$ cat src/rtl/multi_debounce_if.sv
// Switch inputs and debounced event outputs of the multi-channel debouncer.
// The design side is the slave; the stimulus/consumer side is the master.
interface multi_debounce_if #(
    parameter int unsigned N_CH = 4
);
    logic [N_CH-1:0] sw_i;
    logic [N_CH-1:0] db_level_o;
    logic [N_CH-1:0] db_rise_o;
    logic [N_CH-1:0] db_fall_o;
    logic [N_CH-1:0] db_tick_o;
    logic            any_tick_o;

    modport master (
        output sw_i,
        input  db_level_o, db_rise_o, db_fall_o, db_tick_o, any_tick_o
    );

    modport slave (
        input  sw_i,
        output db_level_o, db_rise_o, db_fall_o, db_tick_o, any_tick_o
    );
endinterface

$ cat src/rtl/multi_debounce.sv
// N-channel switch debouncer: per-channel synchroniser plus a stability-window
// FSM producing a debounced level, rise/fall pulses and a selectable-edge tick.
module multi_debounce #(
    parameter int unsigned N_CH        = 4,
    parameter int unsigned DB_CYCLES   = 1000,
    parameter int unsigned SYNC_STAGES = 2,
    parameter int unsigned TICK_EDGE   = 0,
    localparam int unsigned CNT_W      = $clog2(DB_CYCLES)
) (
    input  logic            clk_i,
    input  logic            rst_i,
    multi_debounce_if.slave bus
);

    localparam logic [CNT_W-1:0] CNT_MAX = CNT_W'(DB_CYCLES - 1);
    localparam bit RISE_EN = (TICK_EDGE != 1);
    localparam bit FALL_EN = (TICK_EDGE != 0);

    generate
        if (TICK_EDGE > 2) begin : g_bad_tick_edge
            $error("multi_debounce: TICK_EDGE must be 0, 1 or 2");
        end
        if (DB_CYCLES < 2) begin : g_bad_db_cycles
            $error("multi_debounce: DB_CYCLES must be at least 2");
        end
        if (SYNC_STAGES < 2) begin : g_bad_sync_stages
            $error("multi_debounce: SYNC_STAGES must be at least 2");
        end
    endgenerate

    typedef enum logic [1:0] {ZERO, WAIT1, ONE, WAIT0} state_t;

    logic [SYNC_STAGES-1:0] sync_q  [N_CH];
    state_t                 state_q [N_CH];
    logic [CNT_W-1:0]       cnt_q   [N_CH];

    logic [N_CH-1:0] s;
    logic [N_CH-1:0] rise_c;
    logic [N_CH-1:0] fall_c;
    logic [N_CH-1:0] level_q;
    logic [N_CH-1:0] rise_q;
    logic [N_CH-1:0] fall_q;
    logic [N_CH-1:0] tick_q;

    // Synchronised sample and end-of-window detection per channel
    always_comb begin
        s      = '0;
        rise_c = '0;
        fall_c = '0;
        for (int c = 0; c < int'(N_CH); c++) begin
            s[c]      = sync_q[c][SYNC_STAGES-1];
            rise_c[c] = (state_q[c] == WAIT1) && s[c]  && (cnt_q[c] == CNT_MAX);
            fall_c[c] = (state_q[c] == WAIT0) && !s[c] && (cnt_q[c] == CNT_MAX);
        end
    end

    always_ff @(posedge clk_i) begin
        if (rst_i) begin
            for (int c = 0; c < int'(N_CH); c++) begin
                sync_q[c]  <= '0;
                state_q[c] <= ZERO;
                cnt_q[c]   <= '0;
            end
            level_q <= '0;
            rise_q  <= '0;
            fall_q  <= '0;
            tick_q  <= '0;
        end else begin
            rise_q <= rise_c;
            fall_q <= fall_c;
            tick_q <= ({N_CH{RISE_EN}} & rise_c) | ({N_CH{FALL_EN}} & fall_c);
            for (int c = 0; c < int'(N_CH); c++) begin
                sync_q[c] <= {sync_q[c][SYNC_STAGES-2:0], bus.sw_i[c]};
                // A glitch during a wait drops back without credit; the counter
                // is reloaded on the next entry so it can never wrap.
                case (state_q[c])
                    ZERO: begin
                        if (s[c]) begin
                            state_q[c] <= WAIT1;
                            cnt_q[c]   <= '0;
                        end
                    end
                    WAIT1: begin
                        if (!s[c]) begin
                            state_q[c] <= ZERO;
                        end else if (cnt_q[c] == CNT_MAX) begin
                            state_q[c] <= ONE;
                            level_q[c] <= 1'b1;
                        end else begin
                            cnt_q[c] <= cnt_q[c] + 1'b1;
                        end
                    end
                    ONE: begin
                        if (!s[c]) begin
                            state_q[c] <= WAIT0;
                            cnt_q[c]   <= '0;
                        end
                    end
                    WAIT0: begin
                        if (s[c]) begin
                            state_q[c] <= ONE;
                        end else if (cnt_q[c] == CNT_MAX) begin
                            state_q[c] <= ZERO;
                            level_q[c] <= 1'b0;
                        end else begin
                            cnt_q[c] <= cnt_q[c] + 1'b1;
                        end
                    end
                    default: state_q[c] <= ZERO;
                endcase
            end
        end
    end

    assign bus.db_level_o = level_q;
    assign bus.db_rise_o  = rise_q;
    assign bus.db_fall_o  = fall_q;
    assign bus.db_tick_o  = tick_q;
    assign bus.any_tick_o = |tick_q;

endmodule

$ cat src/flat_wrapper.sv
// flat-port wrapper written by rule: the top's interface ports become plain ports
module multi_debounce_flat 
#(
    parameter int unsigned N_CH        = 4,
    parameter int unsigned DB_CYCLES   = 1000,
    parameter int unsigned SYNC_STAGES = 2,
    parameter int unsigned TICK_EDGE   = 0,
    localparam int unsigned CNT_W      = $clog2(DB_CYCLES)
)
  (clk_i, rst_i, bus_sw_i, bus_db_level_o, bus_db_rise_o, bus_db_fall_o, bus_db_tick_o, bus_any_tick_o);
  multi_debounce_if #(.N_CH(N_CH)) bus_i ();
  input  logic clk_i;
  input  logic rst_i;
  input wire logic [$bits(bus_i.sw_i)-1:0] bus_sw_i;
  output wire logic [$bits(bus_i.db_level_o)-1:0] bus_db_level_o;
  output wire logic [$bits(bus_i.db_rise_o)-1:0] bus_db_rise_o;
  output wire logic [$bits(bus_i.db_fall_o)-1:0] bus_db_fall_o;
  output wire logic [$bits(bus_i.db_tick_o)-1:0] bus_db_tick_o;
  output wire logic [$bits(bus_i.any_tick_o)-1:0] bus_any_tick_o;
  assign bus_i.sw_i = bus_sw_i;
  assign bus_db_level_o = bus_i.db_level_o;
  assign bus_db_rise_o = bus_i.db_rise_o;
  assign bus_db_fall_o = bus_i.db_fall_o;
  assign bus_db_tick_o = bus_i.db_tick_o;
  assign bus_any_tick_o = bus_i.any_tick_o;
  multi_debounce #(.N_CH(N_CH), .DB_CYCLES(DB_CYCLES), .SYNC_STAGES(SYNC_STAGES), .TICK_EDGE(TICK_EDGE)) u_core (.clk_i(clk_i), .rst_i(rst_i), .bus(bus_i));
endmodule
$ cat config.mk
export PLATFORM = sky130hd
export DESIGN_NAME = multi_debounce_flat
export DESIGN_NICKNAME = d
export VERILOG_FILES = /design/src/rtl/multi_debounce_if.sv /design/src/rtl/multi_debounce.sv /design/src/flat_wrapper.sv
export SDC_FILE = /design/constraint.sdc
export NUM_CORES = 1
export LEC_CHECK = 0
export ABC_AREA = 1
export CAP_MARGIN = 10
export CORE_AREA = 2 2 75 91
export DETAILED_ROUTE_END_ITERATION = 12
export DIE_AREA = 0 0 77 93
export GPL_ROUTABILITY_DRIVEN = 0
export PLACE_DENSITY_LB_ADDON = 0.3
export SETUP_SLACK_MARGIN = 0.1
export SYNTH_ARGS = -nofsm -noshare
export SYNTH_HDL_FRONTEND = slang
export SYNTH_SLANG_ARGS = --single-unit
$ cat constraint.sdc
create_clock -name clk_i -period 5.24 [get_ports clk_i]
set_input_delay 1.048 -clock clk_i [delete_from_list [all_inputs] [get_ports clk_i]]
set_output_delay 1.048 -clock clk_i [all_outputs]
set_load 0.005 [all_outputs]
==> load_flow_metrics.sql <==
INSERT INTO impl_metrics (metric_group, metric, value, unit) VALUES
('timing', 'tightest_slew', '509', 'ps'),
('yosys', 'postSynthCellCount', '439', ''),
('clock_tree', 'cts-buffers-inserted', '9', ''),
('timing', 'final-max-slew-violation-count', '0', ''),
('clock_tree', 'cts_hold_buffers', '0', ''),
('placement', 'io_buffers', '22', ''),
('grt', 'largest_net_degree_at_the_start_of_global_routing', '19', ''),
('yosys', 'synthesized_flop_and_latch_total', '68', ''),
('yosys', 'syn_area', '3690', 'um^2'),
('final_layout', 'share_of_cells_above_drive_strength_1', '10.6', '%'),
('grt', 'grt_pass1_wl', '11200', 'um'),
('yosys', 'synth-edff-count', '48', ''),
('timing', 'fin_tns_setup', '0', 'ps'),
('yosys', 'netlist.top_cell.by_area', 'edfxtp_1', ''),
('die', 'initial_utilization', '58.3', '%'),
('final_layout', 'final_design_area_no_fill', '4130', 'um^2'),
('power_and_ir_drop', 'power_density', '282', 'nW/um^2'),
('critical_path', 'worst-endpoint-arrival', '2870', 'ps'),
('timing', 'clock_skew', '10.9', 'ps'),
('route', 'antenna_violating_nets_post_route', '0', ''),
('route', 'drt_first_pass_iters', '4', ''),
('critical_path', 'required', '5220', 'ps'),
('timing', 'timing.final.crit_period', '2890', 'ps'),
('clock_tree', 'cts-root-buf', 'clkbuf_8', ''),
('die', 'die_w', '77', 'um'),
('placement', 'placed_cell_area', '3960', 'um^2'),
('yosys', 'top_cell_type_s_share_of_synthesized_area', '39.1', '%'),
('clock_tree', 'clock_tree.buffer_depth', '2', ''),
('clock_tree', 'clk-insertion-delay-late', '340', 'ps'),
('die', 'fp.dieH', '93', 'um'),
('final_layout', 'area_delta_synth_final', '12.0', '%'),
('power_and_ir_drop', 'leakage_dissipation', '1.65', 'nW'),
('yosys', 'synth_warnings', '0', ''),
('critical_path', 'setup.worst_path.class', 'in -> reg', ''),
('critical_path', 'critical_path.endpoint_type', 'flip-flop', ''),
('flow_run', 'maxCapViolCount', '0', ''),
('yosys', 'ys_async_sr_fraction', '0', '%'),
('die', 'area_of_the_core', '6330', 'um^2'),
('clock_tree', 'htree_num_levels', '3', ''),
('final_layout', 'finalNetCount', '476', ''),
('yosys', 'synth.yosys.seq_area_share', '49.9', '%'),
('timing', 'timing.fmax', '0.346', 'GHz'),
('route', 'wirelength', '6510', 'um'),
('final_layout', 'fin_util', '65.3', '%'),
('final_layout', 'regArea', '1840', 'um^2'),
('grt', 'number_of_antenna_violations_at_the_first_check_in_global_routing', '0', ''),
('timing', 'final-hold-violation-count', '0', ''),
('die', 'die_area', '7160', 'um^2'),
('yosys', 'synth.top_cells.by_area', 'edfxtp_1, dfxtp_1, nor2_1, nand2_1, inv_1', ''),
('timing', 'grt_setup_unrepaired', 'false', ''),
('critical_path', 'kind_of_start_point_of_the_critical_path', 'primary input', ''),
('yosys', 'cell_with_the_most_instances_after_synthesis', 'nor2_1', ''),
('yosys', 'syn_avg_cell_area', '8.40', 'um^2'),
('route', 'wl_per_cell', '11.7', 'um'),
('clock_tree', 'cts.reportedPaths.clkPinSlew', '80', 'ps'),
('timing', 'worst_slew_margin_rel', '66.0', '%'),
('hold_path', 'hold_path_class', 'reg -> reg', ''),
('clock_tree', 'cts_tree', 'built', ''),
('yosys', 'synthTopCellsByCount', 'nor2_1, nand2_1, inv_1, edfxtp_1, nand3_1', ''),
('final_layout', 'multiInputGateArea', '1570', 'um^2'),
('die', 'rows', '32', ''),
('grt', 'grt_util_all_layers', '19.4', '%'),
('grt', 'via_count_of_the_first_global_routing_pass', '2686', ''),
('critical_path', 'path_max_fanout', '18', ''),
('clock_tree', 'cts_resized', '0', ''),
('timing', 'setup_viol_count_final', '0', ''),
('route', 'remaining_drc_errors', '0', ''),
('timing', 'period_share', '55.2', '%'),
('route', 'routed-via-count', '2803', ''),
('clock_tree', 'clock-sinks', '68', ''),
('die', 'num_io_pins', '23', ''),
('placement', 'detailedPlacementHpwl', '4770', 'um'),
('yosys', 'count_of_different_cell_masters_after_synthesis', '34', ''),
('final_layout', 'ant_diodes', '0', ''),
('power_and_ir_drop', 'worst_ir_drop_vdd', '0.200', 'mV'),
('route', 'drt-initial-drc-count', '136', ''),
('clock_tree', 'post_cts_setup_inserts', '0', ''),
('final_layout', 'num-fill-cells', '554', ''),
('status', 'run_status', 'finished, final reports clean', ''),
('yosys', 'synth_flop_cell', 'edfxtp_1', ''),
('route', 'post_drt_via_cell_ratio', '5.04', ''),
('grt', 'grt_overflow_total', '0', ''),
('yosys', 'synthesis.nets', '449', '');
cell usage in the layout, fill, tap and decap left out, types with 2 or more instances in the layout:
master	Yosys	final
inv_2	5	5
inv_1	54	54
clkinvlp_4	0	2
nand2_1	93	93
xor2_1	16	16
clkdlybuf4s50_1	0	22
nor2_1	97	97
clkinv_2	0	4
clkbuf_8	1	9
nor2_4	3	3
xnor2_1	2	2
ha_1	4	4
edfxtp_1	48	48
nor3_2	3	3
o21ai_2	3	3
o21ai_4	2	2
nor3_4	3	3
a21oi_1	9	9
nand3_2	2	2
nand4_1	10	10
dfxtp_1	20	20
nor2_2	8	8
nor3_1	3	3
o21ai_0	12	12
nand3_1	26	26
worst paths after layout:
path                                         start                               end  slack, ps  cells after the start
setup / recovery                             rst_i  u_core.cnt_q[0][4]$_SDFFCE_PN0P_       2350                      6
hold / removal      u_core.sync_q[2][0]$_SDFF_PP0_    u_core.sync_q[2][1]$_SDFF_PP0_        410                      2
hold reg to reg     u_core.sync_q[2][0]$_SDFF_PP0_    u_core.sync_q[2][1]$_SDFF_PP0_        410                      2
setup reg to reg  u_core.cnt_q[0][0]$_SDFFCE_PN0P_  u_core.cnt_q[0][4]$_SDFFCE_PN0P_       3240                      6
registers in the layout (all words and copies together) (netlist names):
register and count:
u_core.bus.db_rise_o 4, u_core.bus.db_fall_o 4, u_core.cnt_q 40, u_core.state_q 8
u_core.sync_q 8, u_core.bus.db_level_o 4
layout make-up:
class,count,area share [%]
sequential,68,44.6
multi-input combinational,305,37.9
timing repair buffer,23,5.51
inverter,59,5.36
clock buffer,9,3.00
tap,85,2.57
clock inverter,7,1.06
cell families after synthesis:
group	synth area share (%)
xor gates and xnor gates	4.27
adders and majority gates	1.36
DFF	49.9
and+or+nand+nor	32.0
buffers and inverters	7.63
AOI/OAI and AO/OA	4.82
critical path, stage by stage:
cell,delay [ps]
clkdlybuf4s50_1,640
inv_2,350
nand2_1,110
nor2_2,240
nand2_1,90
nand3_1,370
layer usage:
layer  up-vias  GRT usage [%]  wire length [um]
li1       1469              -                 -
met5         -              0                 0
met3        10           3.96               222
met2        48           34.9              3240
met4         0           8.33               109
met1      1276           22.4              2940
power breakdown:
part	internal, mW	total [mW]	switching [mW]
sequential	0.626	0.667	0.0415
clock	0.169	0.366	0.198
combinational	0.0433	0.131	0.0878
stage by stage:
stage / hold slack (ps) / power (mW) / worst slack (ps) / std cells
floorplan: 388 / 0.773 / 3080 / 439
global placement: 389 / 0.802 / 2110 / 540
detailed placement: 403 / 0.809 / 2040 / 540
CTS: 411 / 1.17 / 2400 / 556
global route: 427 / 1.22 / 2310 / 556
finish: 407 / 1.16 / 2350 / 556
Note: power is estimated with default switching activity, not from simulation.
